===== src/rtl/sample_ring_ctrl_if.sv =====
// Bundle of the sample stream, the read request/ack port and the single-port RAM bus of sample_ring_ctrl.
// The controller takes the slave view; the source/consumer/RAM side takes the master view.
interface sample_ring_ctrl_if #(
    parameter int W_ADDR = 13,
    parameter int W_DATA = 16
);
    logic              in_valid;
    logic [W_DATA-1:0] in_data;
    logic              flush;
    logic              rd_req;
    logic [W_ADDR-1:0] rd_offset;
    logic              rd_ack;
    logic              rd_valid;
    logic [W_DATA-1:0] rd_data;
    logic              rd_err;
    logic [W_ADDR:0]   fill_count;
    logic [W_ADDR-1:0] ram_address;
    logic [W_DATA-1:0] ram_data;
    logic              ram_wren;
    logic [W_DATA-1:0] ram_q;

    modport slave (
        input  in_valid, in_data, flush, rd_req, rd_offset, ram_q,
        output rd_ack, rd_valid, rd_data, rd_err, fill_count,
               ram_address, ram_data, ram_wren
    );

    modport master (
        output in_valid, in_data, flush, rd_req, rd_offset, ram_q,
        input  rd_ack, rd_valid, rd_data, rd_err, fill_count,
               ram_address, ram_data, ram_wren
    );
endinterface


===== src/rtl/sample_ring_ctrl.sv =====
// Ring-buffer controller for a single-port sample RAM: streams writes in as a ring and
// serves "N samples ago" reads with a fixed two-edge latency, writes taking priority.
module sample_ring_ctrl #(
    parameter int W_ADDR = 13,
    parameter int W_DATA = 16
) (
    input  logic                clk,
    input  logic                rst,
    sample_ring_ctrl_if.slave   bus
);
    localparam logic [W_ADDR:0]   DEPTH   = {1'b1, {W_ADDR{1'b0}}};
    localparam logic [W_ADDR-1:0] ADDR_1  = {{(W_ADDR-1){1'b0}}, 1'b1};

    logic [W_ADDR-1:0] wr_ptr_r;
    logic [W_ADDR:0]   fill_r;
    logic [W_ADDR-1:0] ram_address_r;
    logic [W_DATA-1:0] ram_data_r;
    logic              ram_wren_r;
    logic              s1_valid_r;
    logic              s1_err_r;
    logic              s2_valid_r;
    logic              s2_err_r;
    logic              rd_valid_r;
    logic              rd_err_r;
    logic [W_DATA-1:0] rd_data_r;

    logic              rd_ack_s;
    logic              rd_err_s;
    logic [W_ADDR-1:0] rd_addr_s;

    // Accept decision and address of the requested sample against the current ring state.
    always_comb begin
        rd_ack_s  = 1'b0;
        rd_err_s  = 1'b0;
        rd_addr_s = {W_ADDR{1'b0}};
        if (rst && bus.rd_req && !bus.in_valid && !bus.flush) begin
            rd_ack_s = 1'b1;
        end else begin
            rd_ack_s = 1'b0;
        end
        rd_err_s  = ({1'b0, bus.rd_offset} >= fill_r);
        rd_addr_s = wr_ptr_r - ADDR_1 - bus.rd_offset;
    end

    // Ring state and RAM port arbitration: flush beats write, write beats read accept.
    always_ff @(posedge clk or negedge rst) begin
        if (!rst) begin
            wr_ptr_r      <= {W_ADDR{1'b0}};
            fill_r        <= {(W_ADDR+1){1'b0}};
            ram_address_r <= {W_ADDR{1'b0}};
            ram_data_r    <= {W_DATA{1'b0}};
            ram_wren_r    <= 1'b0;
            s1_valid_r    <= 1'b0;
            s1_err_r      <= 1'b0;
        end else begin
            ram_wren_r <= 1'b0;
            s1_valid_r <= 1'b0;
            s1_err_r   <= 1'b0;
            if (bus.flush) begin
                wr_ptr_r <= {W_ADDR{1'b0}};
                fill_r   <= {(W_ADDR+1){1'b0}};
            end else if (bus.in_valid) begin
                ram_address_r <= wr_ptr_r;
                ram_data_r    <= bus.in_data;
                ram_wren_r    <= 1'b1;
                wr_ptr_r      <= wr_ptr_r + ADDR_1;
                if (fill_r != DEPTH) begin
                    fill_r <= fill_r + {{W_ADDR{1'b0}}, 1'b1};
                end else begin
                    fill_r <= fill_r;
                end
            end else if (rd_ack_s) begin
                s1_valid_r <= 1'b1;
                s1_err_r   <= rd_err_s;
                // An out-of-range read never touches the RAM address.
                if (!rd_err_s) begin
                    ram_address_r <= rd_addr_s;
                end else begin
                    ram_address_r <= ram_address_r;
                end
            end else begin
                ram_address_r <= ram_address_r;
            end
        end
    end

    // Read pipeline: s1 address registered, s2 RAM sampling, then ram_q captured as the result.
    always_ff @(posedge clk or negedge rst) begin
        if (!rst) begin
            s2_valid_r <= 1'b0;
            s2_err_r   <= 1'b0;
            rd_valid_r <= 1'b0;
            rd_err_r   <= 1'b0;
            rd_data_r  <= {W_DATA{1'b0}};
        end else begin
            s2_valid_r <= s1_valid_r;
            s2_err_r   <= s1_err_r;
            rd_valid_r <= s2_valid_r;
            rd_err_r   <= s2_valid_r & s2_err_r;
            rd_data_r  <= (s2_valid_r && !s2_err_r) ? bus.ram_q : {W_DATA{1'b0}};
        end
    end

    assign bus.rd_ack      = rd_ack_s;
    assign bus.rd_valid    = rd_valid_r;
    assign bus.rd_data     = rd_data_r;
    assign bus.rd_err      = rd_err_r;
    assign bus.fill_count  = fill_r;
    assign bus.ram_address = ram_address_r;
    assign bus.ram_data    = ram_data_r;
    assign bus.ram_wren    = ram_wren_r;
endmodule


===== src/flat_wrapper.sv =====
// flat-port wrapper written by rule: the top's interface ports become plain ports
module sample_ring_ctrl_flat 
#(
    parameter int W_ADDR = 13,
    parameter int W_DATA = 16
)
  (clk, rst, bus_in_valid, bus_in_data, bus_flush, bus_rd_req, bus_rd_offset, bus_ram_q, bus_rd_ack, bus_rd_valid, bus_rd_data, bus_rd_err, bus_fill_count, bus_ram_address, bus_ram_data, bus_ram_wren);
  sample_ring_ctrl_if #(.W_ADDR(W_ADDR), .W_DATA(W_DATA)) bus_i ();
  input  logic clk;
  input  logic rst;
  input wire logic [$bits(bus_i.in_valid)-1:0] bus_in_valid;
  input wire logic [$bits(bus_i.in_data)-1:0] bus_in_data;
  input wire logic [$bits(bus_i.flush)-1:0] bus_flush;
  input wire logic [$bits(bus_i.rd_req)-1:0] bus_rd_req;
  input wire logic [$bits(bus_i.rd_offset)-1:0] bus_rd_offset;
  input wire logic [$bits(bus_i.ram_q)-1:0] bus_ram_q;
  output wire logic [$bits(bus_i.rd_ack)-1:0] bus_rd_ack;
  output wire logic [$bits(bus_i.rd_valid)-1:0] bus_rd_valid;
  output wire logic [$bits(bus_i.rd_data)-1:0] bus_rd_data;
  output wire logic [$bits(bus_i.rd_err)-1:0] bus_rd_err;
  output wire logic [$bits(bus_i.fill_count)-1:0] bus_fill_count;
  output wire logic [$bits(bus_i.ram_address)-1:0] bus_ram_address;
  output wire logic [$bits(bus_i.ram_data)-1:0] bus_ram_data;
  output wire logic [$bits(bus_i.ram_wren)-1:0] bus_ram_wren;
  assign bus_i.in_valid = bus_in_valid;
  assign bus_i.in_data = bus_in_data;
  assign bus_i.flush = bus_flush;
  assign bus_i.rd_req = bus_rd_req;
  assign bus_i.rd_offset = bus_rd_offset;
  assign bus_i.ram_q = bus_ram_q;
  assign bus_rd_ack = bus_i.rd_ack;
  assign bus_rd_valid = bus_i.rd_valid;
  assign bus_rd_data = bus_i.rd_data;
  assign bus_rd_err = bus_i.rd_err;
  assign bus_fill_count = bus_i.fill_count;
  assign bus_ram_address = bus_i.ram_address;
  assign bus_ram_data = bus_i.ram_data;
  assign bus_ram_wren = bus_i.ram_wren;
  sample_ring_ctrl #(.W_ADDR(W_ADDR), .W_DATA(W_DATA)) u_core (.clk(clk), .rst(rst), .bus(bus_i));
endmodule

===== config.mk =====
export PLATFORM = sky130hd
export DESIGN_NAME = sample_ring_ctrl_flat
export DESIGN_NICKNAME = d
export VERILOG_FILES = /design/src/rtl/sample_ring_ctrl_if.sv /design/src/rtl/sample_ring_ctrl.sv /design/src/flat_wrapper.sv
export SDC_FILE = /design/constraint.sdc
export NUM_CORES = 1
export LEC_CHECK = 0
export ABC_AREA = 1
export BUFFER_PORTS_ARGS = -buffer_cell sky130_fd_sc_hd__buf_2
export CAP_MARGIN = 10
export CORE_UTILIZATION = 58
export DETAILED_ROUTE_END_ITERATION = 12
export PLACE_DENSITY_LB_ADDON = 0.05
export SYNTH_ARGS = -nofsm -noshare
export SYNTH_HDL_FRONTEND = slang
export SYNTH_SLANG_ARGS = --single-unit

===== constraint.sdc =====
create_clock -name clk -period 3.3 [get_ports clk]
set_input_delay 0.66 -clock clk [delete_from_list [all_inputs] [get_ports clk]]
set_output_delay 0.66 -clock clk [all_outputs]
set_load 0.02 [all_outputs]

# Word level (Yosys, flattened, before mapping)
# Index checks and enable logic that the tools add are counted.
# word_totals
latch_bits,0
elab_cells,52
n_memories,0
reg_bits,79
ramBits,0
inputBits,50
romBits,0
output_inout_bits,63
# classes
bitwise,2
mux,18
multipliers,0
addsub,4
shifts,0
n_div,0
eq_ne,2
n_lt_le_gt_ge,1
n_reduce_logical,13
# op_table
cell,count
13-bit 2-to-1 mux,5
14-bit 2-to-1 mux,3
16-bit 2-to-1 mux,1
"14-bit by 1-bit adder with 14-bit output, second input constant",1
13-bit by 14-bit >= comparator with 1-bit output,1
"14-bit != test, second input constant",1
"13-bit by 1-bit adder with 13-bit output, second input constant",1
"13-bit by 1-bit subtractor with 13-bit output, second input constant",1
13-bit subtractor,1
1-bit 2-to-1 mux,9
2-bit nonzero test,3
1-bit logical AND,4
2-bit AND reduction,2
1-bit logical NOT,3
3-bit AND reduction,1
"2-bit != test, second input constant",1
1-bit AND,1
1-bit NOT,1

# Logic depth before layout (Yosys ltp)
# logic_depth
ltp_word,7
mapped_depth,14
ltp_nobuf,14

# Worst setup path after synthesis
# Ideal clock, no wire load.
# synth_timing
path_kind,in2reg
from,input port bus_rd_offset[0]
to,"register u_core.ram_address_r[8], in the netlist u_core.bus.ram_address[8]"
path_stages,14
required_time_ns,3.183
n_path_buf,0
setup_time_ns,0.117
setup_slack_ns,1.230
arrival_ns,1.953
path_cell_list,inv_1 ha_1 inv_1 fa_1 inv_1 nand3_1 nand3_1 nand2_1 nand3_1 nand2_1 nand3_1 nand2_1 nand2_1 nand2_1
# synth_via
elab_chain_cells,4
elab_cells_between_ends,7
classes_between,add/sub: 1; order compare: 1; eq/ne: 1; mux: 3; reduce/logical: 1
# synth_rtl
element,line_no,text
"start, declared",flat_wrapper.sv:15,input wire logic [$bits(bus_i.rd_offset)-1:0] bus_rd_offset;
13-bit subtractor,sample_ring_ctrl.sv:42,rd_addr_s = wr_ptr_r - ADDR_1 - bus.rd_offset;
13-bit 2-to-1 mux,sample_ring_ctrl.sv:76,if (!rd_err_s) begin
13-bit 2-to-1 mux,sample_ring_ctrl.sv:72,end else if (rd_ack_s) begin
13-bit 2-to-1 mux,sample_ring_ctrl.sv:62,end else if (bus.in_valid) begin
"end signal, assigned",sample_ring_ctrl.sv:63,ram_address_r <= wr_ptr_r;
"end signal, assigned",sample_ring_ctrl.sv:77,ram_address_r <= rd_addr_s;
"end signal, assigned",sample_ring_ctrl.sv:79,ram_address_r <= ram_address_r;
"end, declared",sample_ring_ctrl.sv:16,logic [W_ADDR-1:0] ram_address_r;
# Parallel ways exist; a longest one is shown, timed or not. The select of a mux whose other input is x is not followed.
# A chain may end at the register's enable or synchronous reset.

# Worst setup path in the final report
# layout_timing
from,input port bus_in_valid
to,output port bus_rd_ack
# layout_via
elab_chain_cells,4
# layout_rtl
element,line_no,text
"start, declared",flat_wrapper.sv:11,input wire logic [$bits(bus_i.in_valid)-1:0] bus_in_valid;
1-bit logical NOT,sample_ring_ctrl.sv:36,if (rst && bus.rd_req && !bus.in_valid && !bus.flush) begin
1-bit logical AND (2 in series),sample_ring_ctrl.sv:36,
1-bit 2-to-1 mux,sample_ring_ctrl.sv:36,
"end, declared",flat_wrapper.sv:17,output wire logic [$bits(bus_i.rd_ack)-1:0] bus_rd_ack;
# No other way between the ends.

==> metrics.yaml <==
postRouteAntennaNets: 0
max_freq_ghz: 0.4512
synth_top_family_by_area: "simple AND/OR/NAND/NOR gates"
tightestPinTransition_ns: 0.7869
ys_types: 30
antenna_found_initial: 0
ys_warn_count: 0
crit_required_ns: 2.64
worstSetupEndpointType: "primary output"
start_kind: "input port"
avgRoutedWirePerCell_um: 13.63
rsz0062_at_grt: "no"
relSlewSlack_pct: 47.54
drc: 0
power_leakage_nw: 3.179
cts_resized: 0
cp_slowest_stage_delay_ns: 0.23
drive_above_1_share_pct: 18.83
grt_pass1_vias: 4269
antenna_cells: 0
vias_per_cell: 5.220
synthArstFlopShare_pct: 100.0
grt.total_usage_pct: 30.04
ios: 113
drtIter0Drc: 213
num_rows: 32
vias: 4442
area_growth_pct: 19.11
synth-xor-area-share_pct: 1.140
status: "finished clean"
worstPathMaxFanout: 20
setup_viol: 0
syn-cell-area_mm2: 0.004609
path_class: "in2out"
finalCritPeriodShare_pct: 67.16
yosys.area_share.simple_pct: 31.51
final_nets: 823
synth_flop_cell: "dfrtp_1"
grt_max_degree: 62
critical_path_arrival_ns: 1.56
synthTopCellsByCount: "nand2_1 (206), inv_1 (96), dfrtp_1 (79)"
htreeDepth: 3
io_buffers: 112
r2r-start: "u_core.bus.fill_count[11]"
die_area_mm2: 0.008307
finalPower_mw: 2.396
vdd_drop_max_uv: 316.6
cts_buffers: 9
synth-adder-area-share_pct: 8.035
final.setup.tns_ns: 0
cts_tree: "yes"
worst_clock_skew_ns: 0.007999
place.gp.congestion: 0.9323
fin_ws_ns: 1.084
synth-edff-count: 0
cts_hold_buf: 0
dp_slack_ns: 0.8928
startpoint: "bus_in_valid"
synth_area_leaders: "dfrtp_1 (43%), nand2_1 (17%), inv_1 (7.8%)"
slew_viol_final: 0
seq_area_frac_synth_pct: 42.89
clkLatencyLatePin_ns: 0.36
cp_cell_sequence: "buf_2, nor2_1, nand3_1, inv_1, buf_2"
grt_overflow: 0
max_cap_viol_count: 0
synth_top_cell_by_area: "dfrtp_1"
critPathMostFrequentCell: "buf_2"
min_period_ns: 2.216
yosysMostFrequentCell: "nand2_1"
p_per_area_mw_per_mm2: 436.5
cpLargestDelayFamily: "buffers and inverters"
synth_compound_gate_area_share_pct: 6.623
core-area_mm2: 0.007687
synth.top_cell.area_share_pct: 42.89
grt_pass1_wl_um: 19560
slowest_stage: "buf_2"
hold_violations: 0
post_cts_buffers: 0
cts_root_buffer: "clkbuf_8"
syn_inst: 633
die_h_um: 91.15
clkTransAtPathRegs_ns: 0.08
synth_area_per_cell_um2: 7.282
die_x_um: 91.15
cts_buffer_depth: 2
cp.buffers_inverters: 3
start_util_pct: 59.96
ys_ff_latch: 79
wirelength_um: 11600
holdWs_ns: 0.1606
firstDrtPassIters: 5
synthesis.nets: 712
muxShareOfSynthArea_pct: 0
hp-class: "in2async"
clock_sinks: 79
place.detailed.hpwl_um: 8849
state kept, by name, summed over array words and instances (netlist names):
signal and flops:
u_core.bus.ram_data 16, u_core.bus.rd_data 16, u_core.bus.fill_count 14, u_core.bus.ram_address 13
u_core.wr_ptr_r 13, u_core.bus.ram_wren 1, u_core.bus.rd_err 1, u_core.bus.rd_valid 1
u_core.s1_err_r 1, u_core.s1_valid_r 1, u_core.s2_err_r 1, u_core.s2_valid_r 1
metrics by stage:
step                      instances  instance area, um2  util, %
after floorplan                 633                4609        -
final                           851                5490    71.42
after CTS                       851                5490    71.42
after global placement          835                5246    68.25
after global routing            851                5490    71.42
after detailed placement        835                5246    68.25
power by group:
group,internal [mW],switching (mW),leakage [nW]
Combinational,0.145,0.283,2.00
Clock,0.510,0.378,0.121
Sequential,1.03,0.0496,1.06
Total,1.69,0.711,3.18
cells by family (layout without fill, tap and decap cells):
group           after synthesis  in the layout
fa+ha+maj                    29             29
flops                        79             79
buf+inv                     115            231
simple gates                346            346
xor+xnor                      6              6
compound gates               58             58
layout make-up:
type | instances | area (um2)
Clock inverter | 6 | 116.4
Sequential cell | 79 | 1977
Inverter | 100 | 375.4
Multi-Input combinational cell | 439 | 2181
Timing Repair Buffer | 115 | 585.6
Fill cell | 690 | 2197
Tap cell | 102 | 127.6
Clock buffer | 10 | 127.6
routing by layer:
metal / track usage [%] / wire length (um) / vias up / part of all wire (%)
met4: 11.64 / 261 / 0 / 2.2
met2: 51.52 / 5764 / 154 / 50
met1: 36.70 / 4904 / 2048 / 42
met3: 6.951 / 671 / 23 / 5.8
li1: - / - / 2217 / -
met5: 0 / 0 / - / 0
path summary, 6_finish.rpt:
check                      slack, ns                         to  cells past startpoint
min                             0.16     u_core.bus.rd_data[13]                      1
max in group asynchronous       2.08  u_core.bus.ram_address[6]                      2
min in group clk                0.35            u_core.s2_err_r                      0
max                             1.08                 bus_rd_ack                      5
min reg2reg                     0.35            u_core.s2_err_r                      0
max reg2reg                     1.15  u_core.bus.ram_address[0]                     11
layout by cell type, fill, tap and decap left out, drive strengths merged, types with 2 or more instances in the layout:
cell type,n
nor2,57
nand3b,3
o21ai,30
xor2,5
buf,115
nor3,13
clkbuf,10
ha,28
nand2,207
a21oi,23
nand4,15
o31ai,2
nand3,49
inv,102
bufinv,3
dfrtp,79
Power figures use the tool's default switching activity.
